==> config.mk <==
export PLATFORM = sky130hd
export DESIGN_NAME = itcm_loader
export DESIGN_NICKNAME = d
export VERILOG_FILES = /design/src/rtl/itcm_loader_pkg.sv /design/src/rtl/itcm_loader.sv
export SDC_FILE = /design/constraint.sdc
export NUM_CORES = 1
export LEC_CHECK = 0
export CORE_MARGIN = 2
export CORE_UTILIZATION = 40
export DETAILED_ROUTE_END_ITERATION = 12
export GPL_TIMING_DRIVEN = 1
export HOLD_SLACK_MARGIN = 0.12
export PLACE_DENSITY_LB_ADDON = 0.25
export SLEW_MARGIN = 20
export SYNTH_ARGS = -nofsm -noshare
export SYNTH_HDL_FRONTEND = slang
export SYNTH_SLANG_ARGS = --single-unit
==> constraint.sdc <==
create_clock -name clk -period 4.8 [get_ports clk]
set_input_delay 1.2 -clock clk [delete_from_list [all_inputs] [get_ports clk]]
set_output_delay 1.2 -clock clk [all_outputs]
set_load 0.02 [all_outputs]
==> src/rtl/itcm_loader_pkg.sv <==
// Shared constants and types for the ITCM download path.
// PC_SIZE matches the core program-counter width; ITCM_BYTES is the usable ITCM size.
package itcm_loader_pkg;

    localparam int PC_SIZE    = 32;
    localparam int ITCM_BYTES = 512;

    typedef enum logic [2:0] {
        LD_IDLE  = 3'd0,
        LD_CHECK = 3'd1,
        LD_WAIT  = 3'd2,
        LD_WRITE = 3'd3,
        LD_FIN   = 3'd4
    } ld_state_t;

    // Little-endian byte lane select of a 32-bit instruction word.
    function automatic logic [7:0] byte_sel(input logic [31:0] w, input logic [1:0] i);
        logic [7:0] b;
        case (i)
            2'd0:    b = w[7:0];
            2'd1:    b = w[15:8];
            2'd2:    b = w[23:16];
            default: b = w[31:24];
        endcase
        return b;
    endfunction

endpackage

==> src/rtl/itcm_loader.sv <==
// Streams 32-bit words into the ITCM byte port as four little-endian byte writes at an auto-incrementing address.
// Latency: first byte write the cycle after the handshake, 4 write cycles per word, >=5 cycles per word overall.
// Backpressure: s_ready is high only while waiting for a word; it drops for the whole serialisation of that word.
module itcm_loader
    import itcm_loader_pkg::*;
#(
    parameter int ADDR_W    = PC_SIZE,
    parameter int MEM_BYTES = ITCM_BYTES,
    parameter int CNT_W     = 8
) (
    input  logic              clk,
    input  logic              rst_n,
    input  logic              start,
    input  logic              abort,
    input  logic [ADDR_W-1:0] base_addr,
    input  logic [CNT_W-1:0]  word_cnt,
    input  logic              s_valid,
    output logic              s_ready,
    input  logic [31:0]       s_data,
    output logic              wen_a,
    output logic [ADDR_W-1:0] addr_a,
    output logic [7:0]        in_a,
    output logic              busy,
    output logic              done,
    output logic              err
);

    localparam int SUM_W = ADDR_W + CNT_W + 2;
    localparam logic [SUM_W-1:0] MEM_LIMIT = SUM_W'(MEM_BYTES);

    ld_state_t         state_q, state_n;
    logic [ADDR_W-1:0] ptr_q, ptr_n;
    logic [CNT_W-1:0]  rem_q, rem_n;
    logic [1:0]        idx_q, idx_n;
    logic [31:0]       word_q, word_n;
    logic              wen_q, wen_n;
    logic [ADDR_W-1:0] addr_q, addr_n;
    logic [7:0]        in_q, in_n;
    logic              rdy_q, rdy_n;
    logic              busy_q, busy_n;
    logic              done_q, done_n;
    logic              err_q, err_n;

    // End address is evaluated wide enough that a huge count cannot wrap back into range.
    logic [SUM_W-1:0] end_addr;
    logic             illegal;

    assign end_addr = SUM_W'(ptr_q) + SUM_W'({rem_q, 2'b00});
    assign illegal  = (ptr_q[1:0] != 2'b00) || (end_addr > MEM_LIMIT);

    always_comb begin
        state_n = state_q;
        ptr_n   = ptr_q;
        rem_n   = rem_q;
        idx_n   = idx_q;
        word_n  = word_q;
        wen_n   = 1'b0;
        addr_n  = addr_q;
        in_n    = in_q;
        rdy_n   = 1'b0;
        busy_n  = busy_q;
        done_n  = 1'b0;
        err_n   = err_q;

        case (state_q)
            LD_IDLE: begin
                busy_n = 1'b0;
                if (start && !abort) begin
                    ptr_n   = base_addr;
                    rem_n   = word_cnt;
                    err_n   = 1'b0;
                    busy_n  = 1'b1;
                    state_n = LD_CHECK;
                end
            end
            LD_CHECK: begin
                if (illegal) begin
                    err_n   = 1'b1;
                    busy_n  = 1'b0;
                    done_n  = 1'b1;
                    state_n = LD_FIN;
                end else if (rem_q == '0) begin
                    busy_n  = 1'b0;
                    done_n  = 1'b1;
                    state_n = LD_FIN;
                end else begin
                    rdy_n   = 1'b1;
                    state_n = LD_WAIT;
                end
            end
            LD_WAIT: begin
                rdy_n = 1'b1;
                if (s_valid && rdy_q) begin
                    word_n  = s_data;
                    idx_n   = 2'd0;
                    rdy_n   = 1'b0;
                    wen_n   = 1'b1;
                    addr_n  = ptr_q;
                    in_n    = s_data[7:0];
                    state_n = LD_WRITE;
                end
            end
            LD_WRITE: begin
                ptr_n = ptr_q + ADDR_W'(1);
                if (idx_q != 2'd3) begin
                    idx_n  = idx_q + 2'd1;
                    wen_n  = 1'b1;
                    addr_n = ptr_q + ADDR_W'(1);
                    in_n   = byte_sel(word_q, idx_q + 2'd1);
                end else begin
                    rem_n = rem_q - CNT_W'(1);
                    if (rem_q == CNT_W'(1)) begin
                        busy_n  = 1'b0;
                        done_n  = 1'b1;
                        state_n = LD_FIN;
                    end else begin
                        rdy_n   = 1'b1;
                        state_n = LD_WAIT;
                    end
                end
            end
            LD_FIN: begin
                busy_n  = 1'b0;
                state_n = LD_IDLE;
            end
            default: begin
                busy_n  = 1'b0;
                state_n = LD_IDLE;
            end
        endcase

        // Cancel leaves any partially written word in the ITCM and suppresses done.
        if (abort && state_q != LD_IDLE) begin
            state_n = LD_IDLE;
            wen_n   = 1'b0;
            rdy_n   = 1'b0;
            busy_n  = 1'b0;
            done_n  = 1'b0;
            err_n   = err_q;
        end
    end

    always_ff @(posedge clk or negedge rst_n) begin
        if (!rst_n) begin
            state_q <= LD_IDLE;
            ptr_q   <= '0;
            rem_q   <= '0;
            idx_q   <= '0;
            word_q  <= '0;
            wen_q   <= 1'b0;
            addr_q  <= '0;
            in_q    <= '0;
            rdy_q   <= 1'b0;
            busy_q  <= 1'b0;
            done_q  <= 1'b0;
            err_q   <= 1'b0;
        end else begin
            state_q <= state_n;
            ptr_q   <= ptr_n;
            rem_q   <= rem_n;
            idx_q   <= idx_n;
            word_q  <= word_n;
            wen_q   <= wen_n;
            addr_q  <= addr_n;
            in_q    <= in_n;
            rdy_q   <= rdy_n;
            busy_q  <= busy_n;
            done_q  <= done_n;
            err_q   <= err_n;
        end
    end

    assign s_ready = rdy_q;
    assign wen_a   = wen_q;
    assign addr_a  = addr_q;
    assign in_a    = in_q;
    assign busy    = busy_q;
    assign done    = done_q;
    assign err     = err_q;

endmodule

## After elaboration in Yosys (flattened, before gate mapping)

Index checks and enable logic that the tools add are counted.

| storage, ports and cells | value |
|---|---|
| register bits | 122 |
| input port bits | 77 |
| output and inout port bits | 45 |
| logic and storage cells | 106 |

| operators by class | value |
|---|---|
| $add $sub $neg | 4 |
| $lt $le $gt $ge | 1 |
| eq/ne operators | 18 |
| multiplexer cells | 50 |
| bitwise operators | 1 |
| reduce and logical (&&, ||, !) cells | 20 |

Operator list:

| cell | count |
|---|---|
| $pmux 32 s2 | 2 |
| $mux 32 | 3 |
| $add 32x10->33 | 1 |
| $gt 33x10->1 const B | 1 |
| $add 32x1->32 const B | 1 |
| $mux 8 | 4 |
| $pmux 8 s2 | 2 |
| $pmux 8 s3 | 1 |
| $mux 1 | 22 |
| $mux 3 | 7 |
| $ne 2x2->1 const B | 7 |
| $ne 3x3->1 const B | 4 |
| $pmux 3 s4 | 1 |
| $reduce_and 3->1 | 3 |
| $eq 8x1->1 const B | 1 |
| $logic_not 8->1 | 1 |
| $reduce_and 4->1 | 2 |
| $reduce_bool 2->1 | 4 |
| $sub 8x1->8 const B | 1 |
| $eq 3x2->1 const B | 2 |
| $pmux 1 s2 | 3 |
| $mux 2 | 2 |
| $ne 4x4->1 const B | 1 |
| $pmux 1 s4 | 1 |
| other kinds (14) | 17 |

## Logic depth before layout (Yosys ltp)

Gate-level depths: netlist of the first run.

| logic depth | value |
|---|---|
| depth in word-level cells | 6 |
| depth in mapped cells | 10 |
| mapped depth without buffers | 10 |

## Worst setup path before layout of the first run

OpenSTA, ideal clock, no wires.

| timing | value |
|---|---|
| path kind | register -> register |
| start | reg ptr_q[2] |
| end | reg err_q, in the netlist err |
| library setup time | 0.121 ns |
| arrival time | 2.785 ns |
| data required time | 4.679 ns |
| slack | 1.894 ns |
| stages on the path, launching flop included | 11 |
| buffers on the path | 0 |
| clock period less this slack | 2.906 ns |
| cell sequence | dfrtp_1 ha_1 fa_1 a211oi_2 o211ai_2 a2111o_1 o21ai_0 o2111ai_2 nor4_4 nand3_1 a22o_1 |

| on the way | value |
|---|---|
| longest elaborated chain between the ends | 5 |

Ends and longest elaborated chain:

| what | RTL line | text |
|---|---|---|
| start, declared | itcm_loader.sv:32 | `logic [ADDR_W-1:0] ptr_q, ptr_n;` |
| start signal, assigned | itcm_loader.sv:159 | `ptr_q <= ptr_n;` |
| $add 32x10->33 | itcm_loader.sv:48 | `assign end_addr = SUM_W'(ptr_q) + SUM_W'({rem_q, 2'b00});` |
| $gt 33x10->1 | itcm_loader.sv:49 | `assign illegal = (ptr_q[1:0] != 2'b00) \|\| (end_addr > MEM_LIMIT);` |
| $logic_or 1x1->1 | itcm_loader.sv:49 |  |
| $ne 2x2->1 (no line) | -- |  |
| $reduce_and 4->1 (no line) | -- |  |
| end signal, assigned | itcm_loader.sv:169 | `err_q <= err_n;` |
| end, declared | itcm_loader.sv:42 | `logic err_q, err_n;` |

No other way between the ends.
A chain may end at the register's enable or synchronous reset.

## Worst setup path in the final report of the first run

| timing | value |
|---|---|
| start | reg ptr_q[2] |
| end | reg done_q, in the netlist done |

| on the way | value |
|---|---|
| longest elaborated chain between the ends | 6 |

Ends and longest elaborated chain:

| what | RTL line | text |
|---|---|---|
| $add 32x10->33 | itcm_loader.sv:48 |  |
| $gt 33x10->1 | itcm_loader.sv:49 |  |
| $logic_or 1x1->1 | itcm_loader.sv:49 |  |
| $mux 1 | itcm_loader.sv:77 | `if (illegal) begin` |
| $pmux 1 s2 | itcm_loader.sv:65 | `case (state_q)` |
| $mux 1 | itcm_loader.sv:133 | `if (abort && state_q != LD_IDLE) begin` |
| net done_n | itcm_loader.sv:41 | `logic done_q, done_n;` |
| end signal, assigned | itcm_loader.sv:168 | `done_q <= done_n;` |
| end, declared | itcm_loader.sv:41 |  |

The timed path passes the listed nets, and every way through them passes these cells.

==> results.txt, run 1 <==
The run finished with clean final reports. Count of different cell masters after synthesis: 73. The endpoint identified for the worst register-to-register timing path is done$_DFF_PN0_. The global-route wire length before repair was 32700 um; the total wire length after detailed routing was 20000 um. The logs give 0.0515 for the met3 track utilization from global routing and 0.404 for the clock share of power.

The flip-flop and latch count after synthesis works out to 122. The total standard cell area after synthesis is 0.00725 mm2, and the maximum VDD drop is 0.270 mV. STA classifies the critical path startpoint as a register. The register share of total power was 0.391. Synthesis produced a netlist with a net count of 901.

The critical path in this run is classified as reg -> reg. The average wire per cell in the routed design was 17.5 um; the area of the die was 0.0192 mm2. For the number of maximum-capacitance constraint violations, the log shows 0. Before antenna repair, the detailed router went through 6 iterations. The starting utilization of the core area is 0.405, and the CTS clock-pin slew for the worst setup and hold paths is 0.06 ns. For this run, the number of Yosys warnings is 0. The switching fraction of total power was 0.334; the number of routed nets with antenna violations was 0. Utilization after layout: 0.510. The logs give 0.00721 ns for the clock skew and 1.10 mW for the net switching power. Once the clock tree was built, the setup fixing pass inserted 0 buffers. The logs give 3.80 nW for the cell leakage power and 1695 for the fill cell instance count of the final layout.

The core region is 0.0179 mm2. For the total I/O pin count, the log shows 122. Number of antenna violations at the first check in global routing: 0. Setup repair after global routing left no endpoint under its margin. The number of enable-type register cells in the synthesized netlist was 0. Using the TritonRoute via totals, the vias-per-cell ratio works out to 5.58. The tools report the normalized max-slew margin as 0.344.

The most used flip-flop cell after synthesis is sky130_fd_sc_hd__dfrtp_1. Number of buffers between clock root and the deepest sink: 2. The worst hold path terminates at addr_a[21]$_DFFE_PN0P_. For this run, the post-layout net count is 995. Prior to clock tree synthesis, the placed netlist has a worst setup slack of 1.31 ns.

The number of endpoints with negative hold slack in the final report was 0. The tools report the DRC violation total after the first TritonRoute iteration as 446. In this run the horizontal extent of the chip is 139 um. The run gives 0.338 as the met2 track demand over resource in global routing. The cell internal power dissipation was 2.18 mW. In this run the critical register-to-register path is launched from ptr_q[2]$_DFFE_PN0P_. The path class of the tightest hold or removal check is reg -> reg.

Along the worst path, the maximum fanout reaches 9. The H-tree was split into 4 levels. Counting every sink on the clock net gives 122.

The number of failing setup endpoints in the final timing report came out at 0. The register-to-register setup slack came out at 1.46 ns. The floorplan has 49 rows. The run gives 0 as the number of cells upsized or downsized after cts.

Across all layers, the routed design uses 6377 vias. Dividing total power by cell area gives a power density of 359 mW/mm2. The tools report the part of the total power dissipated in combinational logic as 0.204.

For the part of the Yosys area used for sequential elements, the log shows 0.421. 0 antenna diodes ended up in the layout. Once routing completed, OpenROAD measured the worst setup slack at 1.46 ns. At the pin with the least slew margin, the transition time is 0.984 ns.

The residual DRC count is 0. The fraction of layout instances using a drive strength above 1 was 0.113; the average size of a mapped cell was 9.00 um2. The count of buffers from port buffering is 121. The worst hold path was traced through 2 stages. The area growth from synthesis to layout is 25.9%, and the summed negative setup slack over all endpoints is 0 ns.

The number of buffers added to fix hold violations after cts is 0, and the minimum period implied by the final worst setup slack is 3.34 ns. The startpoint of the worst hold path was addr_a[21]$_DFFE_PN0P_. The number of max-slew violations in the final report came out at 0. STA classifies the critical path endpoint as a register.

Entering global routing, the biggest net connects 72 pins. The run gives 6132 as the number of global-route vias before repair. The fraction of the cycle the final worst path needs works out to 0.696.

For the highest achievable clock rate, the log shows 0.299 GHz. The number of cells on the worst reg-to-reg path is 10. The post-placement cell area is 0.00853 mm2. For the worst setup path, the data required time is 5.08 ns. Cell at the root of the clock tree: sky130_fd_sc_hd__clkbuf_16. The floorplan step set the die height to 139 um. At the later pin of the worst-skew pair, clock insertion delay measures 0.43 ns.

The number of buffers created by CTS came out at 17. At the end of routability-driven placement, the weighted congestion stood at 0.884. The total routing usage reported by global routing was 0.211.

The tools report the met1 layer usage reported by global route as 0.284. TritonCTS built the clock tree. Synthesis handed over a netlist of 806 instances. After global routing, the most crowded layer is met2.

Global routing finished with a remaining overflow of 0. Once layout is done, the placed cells without fillers occupy 0.00913 mm2. Detailed placement ended at an HPWL of 14100 um.

For the worst setup path, the data arrival time is 3.62 ns. The share of synthesized registers carrying an async set or reset is 1.00.
[routing by layer]
metal / wire, um / vias to the layer above
li1: - / 3088
met1: 8880 / 3041
met2: 9310 / 221
met3: 1410 / 27
met4: 354 / 0
met5: 0 / -
[metrics by stage]
step / instances / hold slack, ns / total power [mW]
5_1_grt: 1142 / 0.496 / 3.44
6_report: 1142 / 0.476 / 3.28
3_3_place_gp: 1110 / 0.464 / 1.95
4_1_cts: 1142 / 0.483 / 3.30
3_5_place_dp: 1110 / 0.469 / 1.96
2_1_floorplan: 806 / 0.480 / 1.76
[registers in the layout, indices dropped and copies added (netlist names)]
| name | count |
|---|---|
| rem_q | 8 |
| s_ready | 1 |
| done | 1 |
| err | 1 |
| wen_a | 1 |
| addr_a | 32 |
| idx_q | 2 |
| ptr_q | 32 |
| word_q | 32 |
| state_q | 3 |
| busy | 1 |
| in_a | 8 |
[cell usage after synthesis (3+ instances only)]
cell type / number / area, um2
sky130_fd_sc_hd__o211ai_1: 3 / 22.5
sky130_fd_sc_hd__a21oi_1: 67 / 335
sky130_fd_sc_hd__clkbuf_1: 31 / 116
sky130_fd_sc_hd__nand3_1: 24 / 120
sky130_fd_sc_hd__nand2_1: 74 / 278
sky130_fd_sc_hd__dfrtp_1: 122 / 3050
sky130_fd_sc_hd__inv_1: 19 / 71.3
sky130_fd_sc_hd__buf_4: 8 / 60.1
sky130_fd_sc_hd__and4_1: 5 / 43.8
sky130_fd_sc_hd__a22oi_1: 3 / 22.5
sky130_fd_sc_hd__nand4_1: 14 / 87.6
sky130_fd_sc_hd__and3_1: 13 / 81.3
sky130_fd_sc_hd__a31oi_1: 8 / 50.1
sky130_fd_sc_hd__xnor2_1: 24 / 210
sky130_fd_sc_hd__nor2_1: 113 / 424
sky130_fd_sc_hd__a211oi_1: 19 / 143
sky130_fd_sc_hd__xor2_1: 8 / 70.1
sky130_fd_sc_hd__o22ai_1: 4 / 25.0
sky130_fd_sc_hd__ha_1: 17 / 213
sky130_fd_sc_hd__nand3b_1: 3 / 22.5
sky130_fd_sc_hd__buf_6: 9 / 101
sky130_fd_sc_hd__and2_1: 6 / 37.5
sky130_fd_sc_hd__nor4_1: 3 / 18.8
sky130_fd_sc_hd__o21ai_0: 69 / 345
sky130_fd_sc_hd__mux2_2: 34 / 383
sky130_fd_sc_hd__nor2b_1: 3 / 18.8
sky130_fd_sc_hd__or2_2: 6 / 37.5
sky130_fd_sc_hd__o32ai_1: 3 / 26.3
sky130_fd_sc_hd__or3_1: 5 / 31.3
sky130_fd_sc_hd__nor3_1: 23 / 115
sky130_fd_sc_hd__buf_2: 5 / 25.0
sky130_fd_sc_hd__a222oi_1: 8 / 80.1
[worst max path at each step]
stage                         start                    end  slack (ns)  cells past startpoint
6_report       ptr_q[2]$_DFFE_PN0P_         done$_DFF_PN0_        1.46                     10
5_1_grt        ptr_q[2]$_DFFE_PN0P_         done$_DFF_PN0_        1.24                     10
4_1_cts        ptr_q[2]$_DFFE_PN0P_         done$_DFF_PN0_        1.45                     10
3_5_place_dp                  abort  ptr_q[11]$_DFFE_PN0P_        1.31                      7
3_3_place_gp                  abort  ptr_q[13]$_DFFE_PN0P_        1.37                      9
2_1_floorplan  ptr_q[2]$_DFFE_PN0P_        err$_DFFE_PN0P_        1.89                     10
[final cells by class]
type | instances | area [um2] | area share
Multi-Input combinational cell | 612 | 3840 | 0.421
Sequential cell | 122 | 3050 | 0.334
Timing Repair Buffer | 128 | 1270 | 0.139
Clock buffer | 17 | 425 | 0.0466
Tap cell | 229 | 287 | 0.0314
Clock inverter | 15 | 180 | 0.0197
Inverter | 19 | 71.3 | 0.00781
[critical path: stages (launching register included)]
cell and delay (ns):
sky130_fd_sc_hd__dfrtp_1 0.47, sky130_fd_sc_hd__ha_1 0.28, sky130_fd_sc_hd__fa_1 0.44, sky130_fd_sc_hd__a211oi_2 0.30, sky130_fd_sc_hd__o211ai_2 0.24, sky130_fd_sc_hd__a2111o_1 0.46
sky130_fd_sc_hd__o21ai_0 0.13, sky130_fd_sc_hd__o2111ai_2 0.21, sky130_fd_sc_hd__nor4_4 0.34, sky130_fd_sc_hd__and3_1 0.24, sky130_fd_sc_hd__a211oi_1 0.07
[power groups by stage]
stage | clock, mW | sequential [mW] | combinational (mW)
detailed placement | 0 | 1.30 | 0.663
CTS | 1.36 | 1.28 | 0.670
global route | 1.39 | 1.30 | 0.748
global placement | 0 | 1.29 | 0.653
floorplan | 0 | 1.18 | 0.575
finish | 1.33 | 1.28 | 0.670
[layout by cell type, fill, tap and decap left out, types with 13 or more instances in the layout]
cell	Yosys	layout
sky130_fd_sc_hd__dfrtp_1	122	122
sky130_fd_sc_hd__and3_1	13	13
sky130_fd_sc_hd__a21oi_1	67	67
sky130_fd_sc_hd__nand4_1	14	14
sky130_fd_sc_hd__a211oi_1	19	19
sky130_fd_sc_hd__mux2_2	34	34
sky130_fd_sc_hd__xnor2_1	24	24
sky130_fd_sc_hd__inv_1	19	19
sky130_fd_sc_hd__nor2_1	113	111
sky130_fd_sc_hd__clkbuf_16	0	17
sky130_fd_sc_hd__nor3_1	23	22
sky130_fd_sc_hd__clkdlybuf4s50_1	0	120
sky130_fd_sc_hd__nand2_1	74	74
sky130_fd_sc_hd__nand3_1	24	24
sky130_fd_sc_hd__o21ai_0	69	69
sky130_fd_sc_hd__ha_1	17	17
[cell families after synthesis]
group	after synthesis	synth area share
AND/OR/NAND/NOR	308	0.208
multiplexers	37	0.0571
AO/OA/AOI/OAI	217	0.192
flip-flops	122	0.421
XOR/XNOR	32	0.0386
adder cells (fa/ha/maj)	18	0.0321
buffers and inverters	72	0.0516
(Power assumes the default switching activity.)
==> run 2: changes to the inputs <==
Clock period 4.8 ns to 3.1 ns, I/O delays scaled along.
==> run 2 against run 1 <==
Hold slack worse by 0.038 ns. Flip-flop and latch count unchanged. Clock-buffer cell count unchanged. Wire length down 0.16%. Sequential share of layout area down 0.79 points. Fmax up 17%. Combinational power up 78%. Final cell count up 2.3%. Sequential power up 52%. Setup slack worse by 1.2 ns. Non-clock buffer count up 26. Register-to-register slack worse by 1.2 ns. Critical endpoint is now state_q[2]$_DFFE_PN0P_. Largest cell class unchanged.
==> results.txt, run 2 (synthesized netlist as in run 1, its figures left out) <==
The logs give 19900 um (-0.16%) for the total wire length after detailed routing and 0.405 (unchanged) for the starting utilization of the core area. The register-to-register setup slack was 0.25 ns (-1.21 ns); the number of failing setup endpoints in the final timing report was 0 (unchanged). The maximum VDD drop was 0.421 mV (+56%).

TritonCTS built the clock tree. Last weighted congestion value of the routability-driven placer: 0.910 (+3.0%). The worst setup path is captured at a register. Most frequent standard cell in the layout excluding fill and tap cells: sky130_fd_sc_hd__dfrtp_1. The path length in cells of the critical path came out at 9 (-1). The register share of total power was 0.376 (-0.015); the number of endpoints with negative hold slack in the final report was 0 (unchanged).

In this run the critical register-to-register path is captured at state_q[2]$_DFFE_PN0P_. The core outline area is 0.0179 mm2 (unchanged). The tools report the startpoint of the most critical setup path as rem_q[1]$_DFFE_PN0P_. Antenna cell count: 0 (unchanged). The run gives 5 (-1) as the detailed-routing iteration count for the pre-antenna-repair pass. The run gives 3.39 mW (+55%) as the cell internal power dissipation. The number of buffers added to fix hold violations after cts is 0 (unchanged), and the area growth from synthesis to layout is 28.9%.

The highest fanout seen on the critical path came out at 5 (-4). The worst register-to-register path begins at rem_q[1]$_DFFE_PN0P_. Total I/O pin count: 122 (unchanged). For the summed negative setup slack over all endpoints, the log shows 0 ns (unchanged). The worst-skew pair later-pin latency was 0.44 ns (about the same).

For the post-placement cell area, the log shows 0.00875 mm2 (+2.6%). The instance count after placement with tap cells included is 1136 (+2.3%). The total chip power was 5.14 mW (+57%). The logs give 0 (unchanged) for the number of antenna violations at the first check in global routing and 0.277 (-0.00635) for the met1 layer usage reported by global route. The tools report the maximum level of the CTS H-tree as 4 (unchanged).

The via density per instance was 5.54 (-0.83%); the area of the die was 0.0192 mm2 (unchanged). The utilization after layout is 0.523 (+0.0124), and the total routing usage reported by global routing is 0.214 (+0.00338). The die span in x is 139 um (unchanged). The detailed placer's ending HPWL is 14300 um (+1.6%), and the number of buffers between clock root and the deepest sink is 2 (unchanged). The min-delay analysis places its worst path in the category in -> async. The routed via count is 6468 (+1.4%).

The arrival time at the worst endpoint is 3.17 ns (-0.45 ns), and the number of routed nets with antenna violations is 0 (unchanged). The last element of the critical path is state_q[2]$_DFFE_PN0P_. The number of max-slew violations in the final report was 0 (unchanged); the met3 track utilization from global routing was 0.0580 (+0.00656).

The die height was 139 um (unchanged). The run gives 0 (unchanged) as the overflow left after global routing. The fraction of layout instances using a drive strength above 1 was 0.138 (+0.0256). The pin count of the biggest net entering global routing was 123 (+71%).

The number of cells upsized or downsized after cts was 0 (unchanged); the number of buffers added for setup after CTS was 0 (unchanged). The average wire per cell in the routed design was 17.1 um (-2.4%); the number of buffer and inverter instances along the worst setup path was 0 (unchanged). The minimum period implied by the final worst setup slack was 2.85 ns (-0.492 ns). The delay of the slowest cell on the worst path was 0.40 ns (-0.07 ns). The number of buffers created by CTS is 17 (unchanged).

Fill cell instance count of the final layout: 1675 (-1.2%). The residual DRC count came out at 0 (unchanged). The part of the total power dissipated in combinational logic is 0.231 (+0.027). The tools report the cell at the root of the clock tree as sky130_fd_sc_hd__clkbuf_16. The tools report the normalized max-slew margin as 0.307 (-0.0367).

The tools report the type of element launching the critical path as a register. The tools report the met2 track demand over resource in global routing as 0.346 (+0.00808). The tools report the DRC violation total after the first TritonRoute iteration as 487 (+9.2%). The switching fraction of total power was 0.341 (+0.00674); the count of nets after finishing was 1021 (+2.6%). The net switching power was 1.75 mW (+60%); the fraction of the cycle the final worst path needs was 0.919 (+0.223).

On the critical path, the stage with the largest delay is an instance of sky130_fd_sc_hd__dfrtp_1. In this run the most used layer during global routing was met2. The critical path is of the reg -> reg type. The number of global-route vias before repair was 6243 (+1.8%); the cell leakage power was 3.93 nW (+3.4%).

The tools report the clock share of power as 0.393 (-0.011). Walking the worst path, the cells encountered are ha_1 -> a211o_1 -> a221oi_4 -> mux2_1 -> nor4_2 -> o2111ai_2 -> nor4_4 -> and3_1 -> a211oi_1. The kind of cell with the highest combined delay along the critical path is compound AO/OA/AOI/OAI gates.

The run gives 3.42 ns (-1.66 ns) as the critical path required time. The final standard cell count with taps included and fillers excluded is 1168 (+2.3%). The library cells used most frequently in the layout, excluding fill and tap cells, are sky130_fd_sc_hd__dfrtp_1, sky130_fd_sc_hd__clkdlybuf4s50_1, sky130_fd_sc_hd__nor2_1.

The run finished with clean final reports. The count of buffers from port buffering works out to 121 (unchanged). The worst reg-to-reg path cell count was 9 (-1).

The ratio of total power to cell area is 550 mW/mm2 (+53%). Setup repair after global routing left no endpoint under its margin. The count of clock tree sinks is 122 (unchanged), and the CTS clock-pin slew for the worst setup and hold paths is 0.07 ns (about the same). The actual slew at the worst max-slew pin is 1.04 ns (+0.0550 ns).

The placement row count was 49 (unchanged). The cell area after layout came out at 0.00935 mm2 (+2.4%). The logs give 0 (unchanged) for the number of maximum-capacitance constraint violations and 0.0116 ns (+0.00437 ns) for the clock skew. Highest achievable clock rate: 0.351 GHz (+17%).

The global-route wire length before repair came out at 33200 um (+1.8%).
## run 2: changes by cell type in the layout (fill, tap and decap cells not counted), sizes merged
cell | previous run | this run
clkinv | 5 | 2
buf | 8 | 34
clkinvlp | 1 | 2
bufinv | 2 | 1
inv | 26 | 29
## run 2: final cells by class
| cell class | instances | area [um2] | share of cell area |
|---|---|---|---|
| clock buffer | 17 | 425 | 0.0455 |
| clock inverter | 15 | 175 | 0.0187 |
| inverter | 19 | 71.3 | 0.00762 |
| multi-input combinational | 612 | 3850 | 0.411 |
| sequential | 122 | 3050 | 0.326 |
| tap | 229 | 287 | 0.0306 |
| timing repair buffer | 154 | 1490 | 0.160 |
## run 2: metal layers
layer	vias to the layer above	wire length, um
met2	227	9170
met1	3064	8860
met5	-	0
met3	35	1410
met4	0	482
li1	3142	-
## run 2: power groups by stage
| stage | logic, mW | registers (mW) | clock network [mW] |
|---|---|---|---|
| 2_1_floorplan | 0.890 | 1.83 | 0 |
| 3_3_place_gp | 1.16 | 1.95 | 0 |
| 3_5_place_dp | 1.17 | 1.96 | 0 |
| 4_1_cts | 1.18 | 1.93 | 2.06 |
| 5_1_grt | 1.32 | 1.96 | 2.13 |
| 6_report | 1.19 | 1.94 | 2.02 |
## run 2: how the worst min path moves through the flow
stage,startpoint,to,slack (ns),cells past startpoint
after floorplan,rst_n,addr_a[0]$_DFFE_PN0P_,0.48,0
after global placement,addr_a[19]$_DFFE_PN0P_,addr_a[19]$_DFFE_PN0P_,0.46,2
after detailed placement,addr_a[17]$_DFFE_PN0P_,addr_a[17]$_DFFE_PN0P_,0.47,2
after CTS,rst_n,addr_a[11]$_DFFE_PN0P_,0.48,2
after global routing,rst_n,addr_a[11]$_DFFE_PN0P_,0.50,2
final,rst_n,addr_a[11]$_DFFE_PN0P_,0.44,2
## run 2: per-stage QoR
step	hold slack, ns	worst slack, ns
floorplan	0.479	0.194
global placement	0.460	0.124
detailed placement	0.470	0.111
CTS	0.476	0.0818
global route	0.496	0.0130
finish	0.439	0.251
==> run 3: changes to the inputs <==
Settings changed: SLEW_MARGIN 20 to unset.
==> results of run 3 <==
Final layout, timing and power as in run 2 (identical DEF).
